`config.mk`:
```
export PLATFORM = sky130hd
export DESIGN_NAME = bcd_conv_arbiter_flat
export DESIGN_NICKNAME = d
export VERILOG_FILES = /design/src/rtl/disp_pkg.sv /design/src/rtl/bcd_conv_arbiter_if.sv /design/src/rtl/bin2bcd.sv /design/src/rtl/rr_arbiter.sv /design/src/rtl/bcd_conv_arbiter.sv /design/src/flat_wrapper.sv
export SDC_FILE = /design/constraint.sdc
export NUM_CORES = 1
export LEC_CHECK = 0
export BUFFER_PORTS_ARGS = -buffer_cell sky130_fd_sc_hd__buf_4
export CAP_MARGIN = 25
export CORE_ASPECT_RATIO = 0.5
export CORE_MARGIN = 5
export CORE_UTILIZATION = 30
export CTS_CLUSTER_DIAMETER = 200
export DETAILED_ROUTE_END_ITERATION = 8
export PLACE_DENSITY = 0.55
export SLEW_MARGIN = 20
export SYNTH_ARGS = -nofsm -noshare
export SYNTH_HDL_FRONTEND = slang
export SYNTH_SLANG_ARGS = --single-unit
```
`constraint.sdc`:
```
create_clock -name clk -period 8.4 [get_ports clk]
set_clock_uncertainty 0.2 [all_clocks]
set_input_delay 1.68 -clock clk [delete_from_list [all_inputs] [get_ports clk]]
set_output_delay 1.68 -clock clk [all_outputs]
set_load 0.005 [all_outputs]
```
`src/rtl/disp_pkg.sv`:
```
// disp_pkg: shared display constants and types.
//   BCD_MAX_BIN : largest binary value that fits in four BCD digits
//   BCD_SAT     : BCD pattern shown when a value saturates
//   DIGITS      : number of BCD digits produced per value
//   state_t     : conversion sequencer states
package disp_pkg;
   localparam logic [15:0] BCD_MAX_BIN = 16'd9999;
   localparam logic [15:0] BCD_SAT     = 16'h9999;
   localparam int          DIGITS      = 4;

   typedef enum logic [1:0] {
      IDLE  = 2'd0,
      CONV  = 2'd1,
      WRITE = 2'd2
   } state_t;
endpackage

```
`src/rtl/bcd_conv_arbiter_if.sv`:
```
// bcd_conv_arbiter_if: request/result bundle between the game-state logic
// (master) and the shared BCD converter arbiter (slave).
//   req, req_bin      : level requests and their binary values (16 bits per slice)
//   gnt, done         : one-hot single-cycle accept / result-written pulses
//   bcd_out, ovf      : held 4-digit BCD result and overflow flag per requester
//   busy              : converter occupied
interface bcd_conv_arbiter_if #(parameter int NREQ = 4);
   logic [NREQ-1:0]      req;
   logic [NREQ*16-1:0]   req_bin;
   logic [NREQ-1:0]      gnt;
   logic [NREQ-1:0]      done;
   logic [NREQ*16-1:0]   bcd_out;
   logic [NREQ-1:0]      ovf;
   logic                 busy;

   modport master (output req, req_bin, input gnt, done, bcd_out, ovf, busy);
   modport slave  (input req, req_bin, output gnt, done, bcd_out, ovf, busy);
endinterface

```
`src/rtl/bin2bcd.sv`:
```
// bin2bcd: combinational 16-bit binary to BCD (shift-and-add-3).
//   bin : binary input
//   bcd : low four BCD digits; only meaningful for bin <= 9999
module bin2bcd (
   input  logic [15:0] bin,
   output logic [15:0] bcd
);
   logic [19:0] sr;
   logic [15:0] b;

   function automatic logic [3:0] add3(input logic [3:0] d);
      return (d > 4'd4) ? d + 4'd3 : d;
   endfunction

   always_comb begin
      sr = '0;
      b  = bin;
      for (int i = 0; i < 16; i++) begin
         sr = {add3(sr[19:16]), add3(sr[15:12]), add3(sr[11:8]),
               add3(sr[7:4]), add3(sr[3:0])};
         sr = {sr[18:0], b[15]};
         b  = {b[14:0], 1'b0};
      end
      bcd = sr[15:0];
   end
endmodule

```
`src/rtl/rr_arbiter.sv`:
```
// rr_arbiter: combinational round-robin picker.
//   req      : request vector
//   last_gnt : index granted most recently; search starts one above it
//   gnt      : one-hot winner (zero when no request)
//   gnt_idx  : binary index of the winner
module rr_arbiter #(
   parameter int NREQ = 4,
   parameter int IW   = (NREQ > 1) ? $clog2(NREQ) : 1
) (
   input  logic [NREQ-1:0] req,
   input  logic [IW-1:0]   last_gnt,
   output logic [NREQ-1:0] gnt,
   output logic [IW-1:0]   gnt_idx
);
   logic          found;
   logic [IW-1:0] j;

   always_comb begin
      gnt     = '0;
      gnt_idx = '0;
      found   = 1'b0;
      j       = '0;
      for (int k = 1; k <= NREQ; k++) begin
         j = IW'((int'(last_gnt) + k) % NREQ);
         if (!found && req[j]) begin
            found   = 1'b1;
            gnt[j]  = 1'b1;
            gnt_idx = j;
         end
      end
   end
endmodule

```
`src/rtl/bcd_conv_arbiter.sv`:
```
// bcd_conv_arbiter: time-shares one bin2bcd converter between NREQ requesters.
//   clk : system clock
//   rst : synchronous active-high reset
//   bus : slave side of bcd_conv_arbiter_if (req/req_bin in; gnt, done,
//         bcd_out, ovf, busy out)
//
// state | meaning
// IDLE  | arbitrate; on a grant latch value and index
// CONV  | converter output and overflow captured into bcd_q / ovf_q
// WRITE | result written to the winner's slice, done pulsed
module bcd_conv_arbiter
   import disp_pkg::*;
#(
   parameter int NREQ = 4
) (
   input  logic              clk,
   input  logic              rst,
   bcd_conv_arbiter_if.slave bus
);
   localparam int IW = (NREQ > 1) ? $clog2(NREQ) : 1;

   state_t                 state_q, state_d;
   logic [IW-1:0]          last_gnt_q, sel_q, arb_idx;
   logic [NREQ-1:0]        arb_gnt, gnt_c, done_c;
   logic                   busy_c;
   logic [15:0]            bin_q, bcd_q, conv_bcd;
   logic                   ovf_q;
   logic [NREQ-1:0][15:0]  req_bin_a;
   logic [NREQ-1:0][15:0]  bcd_arr_q;
   logic [NREQ-1:0]        ovf_arr_q;

   assign req_bin_a = bus.req_bin;

   rr_arbiter #(.NREQ(NREQ), .IW(IW)) u_arb (
      .req      (bus.req),
      .last_gnt (last_gnt_q),
      .gnt      (arb_gnt),
      .gnt_idx  (arb_idx)
   );

   bin2bcd u_conv (
      .bin (bin_q),
      .bcd (conv_bcd)
   );

   always_comb begin
      state_d = state_q;
      gnt_c   = '0;
      done_c  = '0;
      busy_c  = 1'b0;
      case (state_q)
         IDLE: begin
            if (|bus.req) begin
               gnt_c   = arb_gnt;
               state_d = CONV;
            end
         end
         CONV: begin
            busy_c  = 1'b1;
            state_d = WRITE;
         end
         WRITE: begin
            busy_c        = 1'b1;
            done_c[sel_q] = 1'b1;
            state_d       = IDLE;
         end
         default: state_d = IDLE;
      endcase
   end

   // Pulses are masked while reset is held so a request cannot be
   // acknowledged in a cycle whose state update is being discarded.
   assign bus.gnt     = rst ? '0 : gnt_c;
   assign bus.done    = rst ? '0 : done_c;
   assign bus.busy    = rst ? 1'b0 : busy_c;
   assign bus.bcd_out = bcd_arr_q;
   assign bus.ovf     = ovf_arr_q;

   always_ff @(posedge clk) begin
      if (rst) begin
         state_q    <= IDLE;
         last_gnt_q <= IW'(NREQ - 1);
         sel_q      <= '0;
         bin_q      <= '0;
         bcd_q      <= '0;
         ovf_q      <= 1'b0;
         bcd_arr_q  <= '0;
         ovf_arr_q  <= '0;
      end else begin
         state_q <= state_d;
         case (state_q)
            IDLE: begin
               if (|bus.req) begin
                  bin_q      <= req_bin_a[arb_idx];
                  sel_q      <= arb_idx;
                  last_gnt_q <= arb_idx;
               end
            end
            CONV: begin
               bcd_q <= conv_bcd;
               ovf_q <= (bin_q > BCD_MAX_BIN);
            end
            WRITE: begin
               bcd_arr_q[sel_q] <= ovf_q ? BCD_SAT : bcd_q;
               ovf_arr_q[sel_q] <= ovf_q;
            end
            default: ;
         endcase
      end
   end
endmodule

```
`src/flat_wrapper.sv`:
```
// flat-port wrapper written by rule: the top's interface ports become plain ports
module bcd_conv_arbiter_flat import disp_pkg::*;
#(
   parameter int NREQ = 4
)
  (clk, rst, bus_req, bus_req_bin, bus_gnt, bus_done, bus_bcd_out, bus_ovf, bus_busy);
  bcd_conv_arbiter_if #(.NREQ(NREQ)) bus_i ();
  input  logic clk;
  input  logic rst;
  input wire logic [$bits(bus_i.req)-1:0] bus_req;
  input wire logic [$bits(bus_i.req_bin)-1:0] bus_req_bin;
  output wire logic [$bits(bus_i.gnt)-1:0] bus_gnt;
  output wire logic [$bits(bus_i.done)-1:0] bus_done;
  output wire logic [$bits(bus_i.bcd_out)-1:0] bus_bcd_out;
  output wire logic [$bits(bus_i.ovf)-1:0] bus_ovf;
  output wire logic [$bits(bus_i.busy)-1:0] bus_busy;
  assign bus_i.req = bus_req;
  assign bus_i.req_bin = bus_req_bin;
  assign bus_gnt = bus_i.gnt;
  assign bus_done = bus_i.done;
  assign bus_bcd_out = bus_i.bcd_out;
  assign bus_ovf = bus_i.ovf;
  assign bus_busy = bus_i.busy;
  bcd_conv_arbiter #(.NREQ(NREQ)) u_core (.clk(clk), .rst(rst), .bus(bus_i));
endmodule
```
# After elaboration in Yosys (flattened, before gate mapping)
# Cells that the tools add are included.
# word_totals
ff_bits	107
input_bits	70
wordCells	195
# op_classes
addsub	38
magnitude_cmp	46
n_eq_ne	3
muxes	79
bitwise	3
reduce_logical	15
# ops
cell	count
$mux 4	39
$gt 4x3->1 const B	30
$add 4x2->4 const B	27
$bwmux 64	1
$mux 16	3
$bmux 16 s2	1
$demux 16 s2	1
$lt 2x3->1 const B	6
$gt 16x14->1 const B	1
$mux 1	14
$add 3x2->3 const B	4
$add 3x2->4 const B	3
$gt 3x3->1 const B	4
$mux 3	4
$or 4x4->4	3
$demux 1 s2	5
$ge 2x1->1 const B	5
$mux 2	5
$bmux 1 s2	4
$logic_and 1x1->1	8
$add 2x1->2 const B	2
$add 2x2->2 const B	2
$bwmux 4	1
$pmux 2 s2	1
8 further kinds	10

# Longest topological paths before layout
# depth
depth_word	26
mapped_depth	47
mapped_depth_nobuf	41

# Cells and area by module
# From an unflattened synthesis, not the netlist that was laid out.
# unflattened
hier_cells	1326
hier_area_um2	10231.1
# modules_own_cells
mod	instances	cells_each	area_each_um2	seq_area_each_um2
bin2bcd	1	808	5322.6	0.0
bcd_conv_arbiter	1	450	4362.9	2142.1
rr_arbiter	1	68	545.5	0.0

# Least setup slack after synthesis
# Ideal clock, no wire load.
# synth_path
path_type	register to register
startpoint	register u_core.bin_q[13]
endpoint	register u_core.bcd_q[14]
setup_time_ps	95
arrival_time_ps	8368
path_slack_ps	-263
stages_incl_launch_ff	45
n_path_buf	5
synth_period_minus_slack_ps	8663
cell_sequence	dfxtp_1 -> buf_6 -> inv_1 -> ha_1 -> inv_1 -> ha_1 -> buf_6 -> nand2b_2 -> nand2_2 -> a211o_1 -> clkbuf_1 -> a22oi_1 -> xnor2_1 -> ha_1 -> inv_1 -> ha_1 -> mux2_2 -> or2_2 -> [9 not listed] -> o21ai_1 -> and2_1 -> clkbuf_1 -> a21o_1 -> mux2i_4 -> o311a_1 -> o31ai_2 -> or2_1 -> nand3_1 -> a31oi_1 -> nor2_1 -> ha_1 -> inv_1 -> a31oi_1 -> o22ai_1 -> a211oi_2 -> or4b_1 -> o311ai_1
# synth_between
elab_chain_len	26
elab_cells_between_ends	84
classes_between	add/sub: 28; order compare: 28; mux: 28
# synth_lines
item	line	rtl
from (decl)	bcd_conv_arbiter.sv:26	logic [15:0] bin_q, bcd_q, conv_bcd;
from (signal assigned)	bcd_conv_arbiter.sv:94	bin_q <= req_bin_a[arb_idx];
$add 3x2->4 or $gt 3x3->1 (tied branches)	bin2bcd.sv:12	return (d > 4'd4) ? d + 4'd3 : d;
$mux 4 (*)	bin2bcd.sv:12	
$add 4x2->4 or $gt 4x3->1 (tied branches)	bin2bcd.sv:12	
$mux 4	bin2bcd.sv:12	
$add 4x2->4 or $gt 4x3->1 (tied branches)	bin2bcd.sv:12	
$mux 4	bin2bcd.sv:12	
$add 4x2->4 (tied with other cells)	bin2bcd.sv:12	
$mux 4	bin2bcd.sv:12	
[10 not listed]	--	
$add 4x2->4 (tied with other cells)	bin2bcd.sv:12	
$mux 4 or $mux 3 (tied branches)	bin2bcd.sv:12	
$add 4x2->4 (tied with other cells)	bin2bcd.sv:12	
$mux 4 or $mux 3 (tied branches)	bin2bcd.sv:12	
$add 4x2->4 (tied with other cells)	bin2bcd.sv:12	
$mux 4 or $mux 3 (tied branches)	bin2bcd.sv:12	
$gt 4x3->1 or $add 3x2->3 (tied branches)	bin2bcd.sv:12	
$mux 3 (*)	bin2bcd.sv:12	
to (signal assigned)	bcd_conv_arbiter.sv:100	bcd_q <= conv_bcd;
to (decl)	bcd_conv_arbiter.sv:26	
# Mark *: on every way between the ends. The rest lies on a longest branch, timed or not.
# A chain may end at the register's enable or synchronous reset.

# Worst setup path in the final report
# Ends and elaborated chain as after synthesis.

==> qor.yml <==
placed_cell_area_um2: 12430
synth_warnings: 0
area_delta_synth_final_pct: 28.62
core_area_um2: 34470
gr-usage-all-layers_pct: 15.80
maxSlewViolCount: 0
commonest_register_cell_after_synthesis: "sky130_fd_sc_hd__dfxtp_1"
initial_utilization_pct: 30.39
timing.fmax_ghz: 0.1249
insertion_delay_ns: 0.35
synthDistinctLibCells: 127
postLayoutCoreUtil_pct: 39.09
detail_route.first_pass.iterations: 6
critPathRequiredTime_ns: 8.47
final-hold-violation-count: 0
grt_pass1_vias: 9853
layout.nets: 1639
setup_viol: 0
outcome: "complete, no violations"
postCtsHoldBufs: 0
max-slew-margin-rel_pct: 32.65
critPathMaxStageDelay_ns: 0.51
routed_wl_um: 32860
ant_nets: 0
synth_top_cell_by_area: "sky130_fd_sc_hd__dfxtp_1"
syn_inst: 1362
critical_path.endpoint_type: "flop"
async_reset_ff_share_pct: 0
post_drt_wl_per_cell_um: 16.32
die_h_um: 142.1
cells_taking_the_most_area_after_synthesis: "sky130_fd_sc_hd__dfxtp_1 (20%), sky130_fd_sc_hd__nand2_1 (6.3%), sky130_fd_sc_hd__a21oi_1 (5.6%)"
crit_start_category: "flop"
initialDrtViolationCount: 794
worstMarginPinSlew_ns: 1.010
hpwlAfterDp_um: 24240
clock_sinks: 107
buffer_ports.inserted: 146
finalWorstPathRequiredPeriod_ns: 8.008
drt-vias-per-instance: 5.462
drv.max_cap_violation_count: 0
synth.net_count: 1467
crit_arrival_ns: 8.08
clk_pin_slew_ns: 0.08
numCtsBuffers: 9
period_share_pct: 95.34
num_io_pins: 147
drc_errors: 0
die_x_extent_um: 274.3
number_of_antenna_violations_at_the_first_check_in_global_routing: 0
crit_path_frequent_cell: "sky130_fd_sc_hd__inv_1"
num-fill-cells: 3632
fp-row-count: 48
ctsLongestPathBuffers: 2
synth_sequential_area_ratio_pct: 20.45
num_antenna_cells: 0
root_buffer: "sky130_fd_sc_hd__clkbuf_16"
hold_class: "reg2reg"
htree_levels: 3
floorplan.die_area_um2: 38990
mean_instance_size_in_the_synthesized_netlist_um2: 7.692
grt_overflow: 0
path_max_fanout: 10
place.gp.congestion: 0.8526
synth_edf_count: 0
final_design_area_no_fill_um2: 13470
cts_tree: "yes"
finalSetupTns_ns: 0
synth.ff_latch_count: 107
drive_gt1_share_pct: 30.86
global_route_wire_length_before_repair_um: 52220
syn-cell-area_um2: 10480
critical_path_class: "reg2reg"
num_vias: 11001
crit_slowest_cell: "sky130_fd_sc_hd__or4b_1"
synth_top_area_share_pct: 20.45
grt_max_degree: 73
-- critical path: cells and delay by family (launching register included) --
family,cells,cell delay [ns]
mux,2,0.54
buf+inv,6,0.60
fa+ha+maj,5,1.04
flops,1,0.33
compound gates,12,2.59
simple gates,10,2.31
xor+xnor,2,0.29
-- flip-flops by register name (all words and copies together), names as in the netlist --
signal and cells:
u_core.sel_q 2, u_core.ovf_q 1, u_core.bus.bcd_out 64, u_core.bcd_q 16, u_core.bus.ovf 4, u_core.state_q 2
u_core.last_gnt_q 2, u_core.bin_q 16
-- what timing repair did --
action                     in CTS  in global routing
pin swaps                       1                 25
setup endpoints to repair       6                 15
hold endpoints to repair        0                  0
buffers inserted                1                 22
resized for setup              13                 90
-- cells in the mapped netlist, types with 5 or more instances --
| library cell | number |
|---|---|
| sky130_fd_sc_hd__a2111oi_0 | 8 |
| sky130_fd_sc_hd__a211o_1 | 23 |
| sky130_fd_sc_hd__a211oi_1 | 54 |
| sky130_fd_sc_hd__a211oi_2 | 6 |
| sky130_fd_sc_hd__a21o_1 | 8 |
| sky130_fd_sc_hd__a21oi_1 | 117 |
| sky130_fd_sc_hd__a221oi_1 | 12 |
| sky130_fd_sc_hd__a22oi_1 | 7 |
| sky130_fd_sc_hd__a311o_1 | 7 |
| sky130_fd_sc_hd__a311oi_1 | 8 |
| sky130_fd_sc_hd__a31oi_1 | 16 |
| sky130_fd_sc_hd__a32oi_1 | 8 |
| sky130_fd_sc_hd__and2_1 | 5 |
| sky130_fd_sc_hd__and3_1 | 6 |
| sky130_fd_sc_hd__buf_2 | 11 |
| sky130_fd_sc_hd__buf_4 | 8 |
| sky130_fd_sc_hd__buf_6 | 8 |
| sky130_fd_sc_hd__clkbuf_1 | 66 |
| sky130_fd_sc_hd__dfxtp_1 | 107 |
| sky130_fd_sc_hd__ha_1 | 35 |
| sky130_fd_sc_hd__inv_1 | 34 |
| sky130_fd_sc_hd__mux2_2 | 26 |
| sky130_fd_sc_hd__mux2i_1 | 46 |
| sky130_fd_sc_hd__nand2_1 | 177 |
| sky130_fd_sc_hd__nand2b_1 | 7 |
| sky130_fd_sc_hd__nand3_1 | 37 |
| sky130_fd_sc_hd__nand4_1 | 15 |
| sky130_fd_sc_hd__nor2_1 | 143 |
| sky130_fd_sc_hd__nor2b_1 | 13 |
| sky130_fd_sc_hd__nor3_1 | 35 |
| sky130_fd_sc_hd__nor3b_1 | 6 |
| sky130_fd_sc_hd__nor4_1 | 12 |
| sky130_fd_sc_hd__o211ai_1 | 23 |
| sky130_fd_sc_hd__o21a_1 | 7 |
| sky130_fd_sc_hd__o21ai_0 | 34 |
| sky130_fd_sc_hd__o21ai_1 | 7 |
| sky130_fd_sc_hd__o221ai_1 | 6 |
| sky130_fd_sc_hd__o22ai_1 | 8 |
| sky130_fd_sc_hd__o311ai_0 | 6 |
| sky130_fd_sc_hd__o31ai_1 | 10 |
| sky130_fd_sc_hd__o32ai_1 | 5 |
| sky130_fd_sc_hd__or2_2 | 5 |
| sky130_fd_sc_hd__or3_1 | 12 |
| sky130_fd_sc_hd__xnor2_1 | 21 |
-- metal layers --
metal	global-route usage [%]	routed length [um]	part of all wire, %	vias to the layer above
li1	-	-	-	5500
met1	22.10	15680	48	5234
met2	26.48	15640	48	246
met3	1.971	1181	3.6	21
met4	3.076	360	1.1	0
met5	0	0	0	-
-- stage by stage --
step                std cells  hold WS, ns  worst slack (ns)
floorplan                1362       0.2360          0.002824
global placement         1975       0.2465           -0.1113
global route             2014       0.2766          -0.06762
finish                   2014       0.2590            0.3916
detailed placement       1975       0.2518           -0.1422
CTS                      1992       0.2632           0.01420
-- placed cells by master, fill, tap and decap left out, types with 15 or more instances in the layout --
cell type,instances
sky130_fd_sc_hd__dfxtp_1,107
sky130_fd_sc_hd__nand3_1,36
sky130_fd_sc_hd__inv_1,33
sky130_fd_sc_hd__a211o_1,22
sky130_fd_sc_hd__buf_4,254
sky130_fd_sc_hd__o21ai_0,33
sky130_fd_sc_hd__a211oi_1,52
sky130_fd_sc_hd__ha_1,26
sky130_fd_sc_hd__nor2_1,135
sky130_fd_sc_hd__o211ai_1,23
sky130_fd_sc_hd__nand2_1,171
sky130_fd_sc_hd__nor3_1,34
sky130_fd_sc_hd__nand4_1,15
sky130_fd_sc_hd__mux2_2,25
sky130_fd_sc_hd__mux2i_1,41
sky130_fd_sc_hd__a21oi_1,110
-- final timing paths --
path | from | endpoint | slack (ns) | depth (start not counted)
hold / removal | u_core.bus.bcd_out[42] | u_core.bus.bcd_out[42] | 0.26 | 2
hold reg to reg | u_core.bus.bcd_out[42] | u_core.bus.bcd_out[42] | 0.26 | 2
setup reg to reg | u_core.bin_q[13] | u_core.bcd_q[14] | 0.39 | 37
setup / recovery | u_core.bin_q[13] | u_core.bcd_q[14] | 0.39 | 37
-- logic make-up after synthesis --
kind of cell,after synthesis,synth area share (%)
AO/OA/AOI/OAI,467,35.39
flip-flops,107,20.45
AND/OR/NAND/NOR,515,23.53
buffers and inverters,135,5.828
multiplexers,77,8.073
XOR/XNOR,26,2.556
adder cells (fa/ha/maj),35,4.180
-- cell type report --
class	instances	area, um2	share of cell area (%)
timing repair buffer	257	1941	14.40
clock inverter	6	107.6	0.7986
tap	475	594.3	4.411
inverter	39	146.4	1.086
clock buffer	10	239.0	1.774
sequential	107	2142	15.90
multi-input combinational	1120	8304	61.63
Power is not shown: default switching activity piles up to over one toggle a cycle in this logic, so the estimate is an artifact.
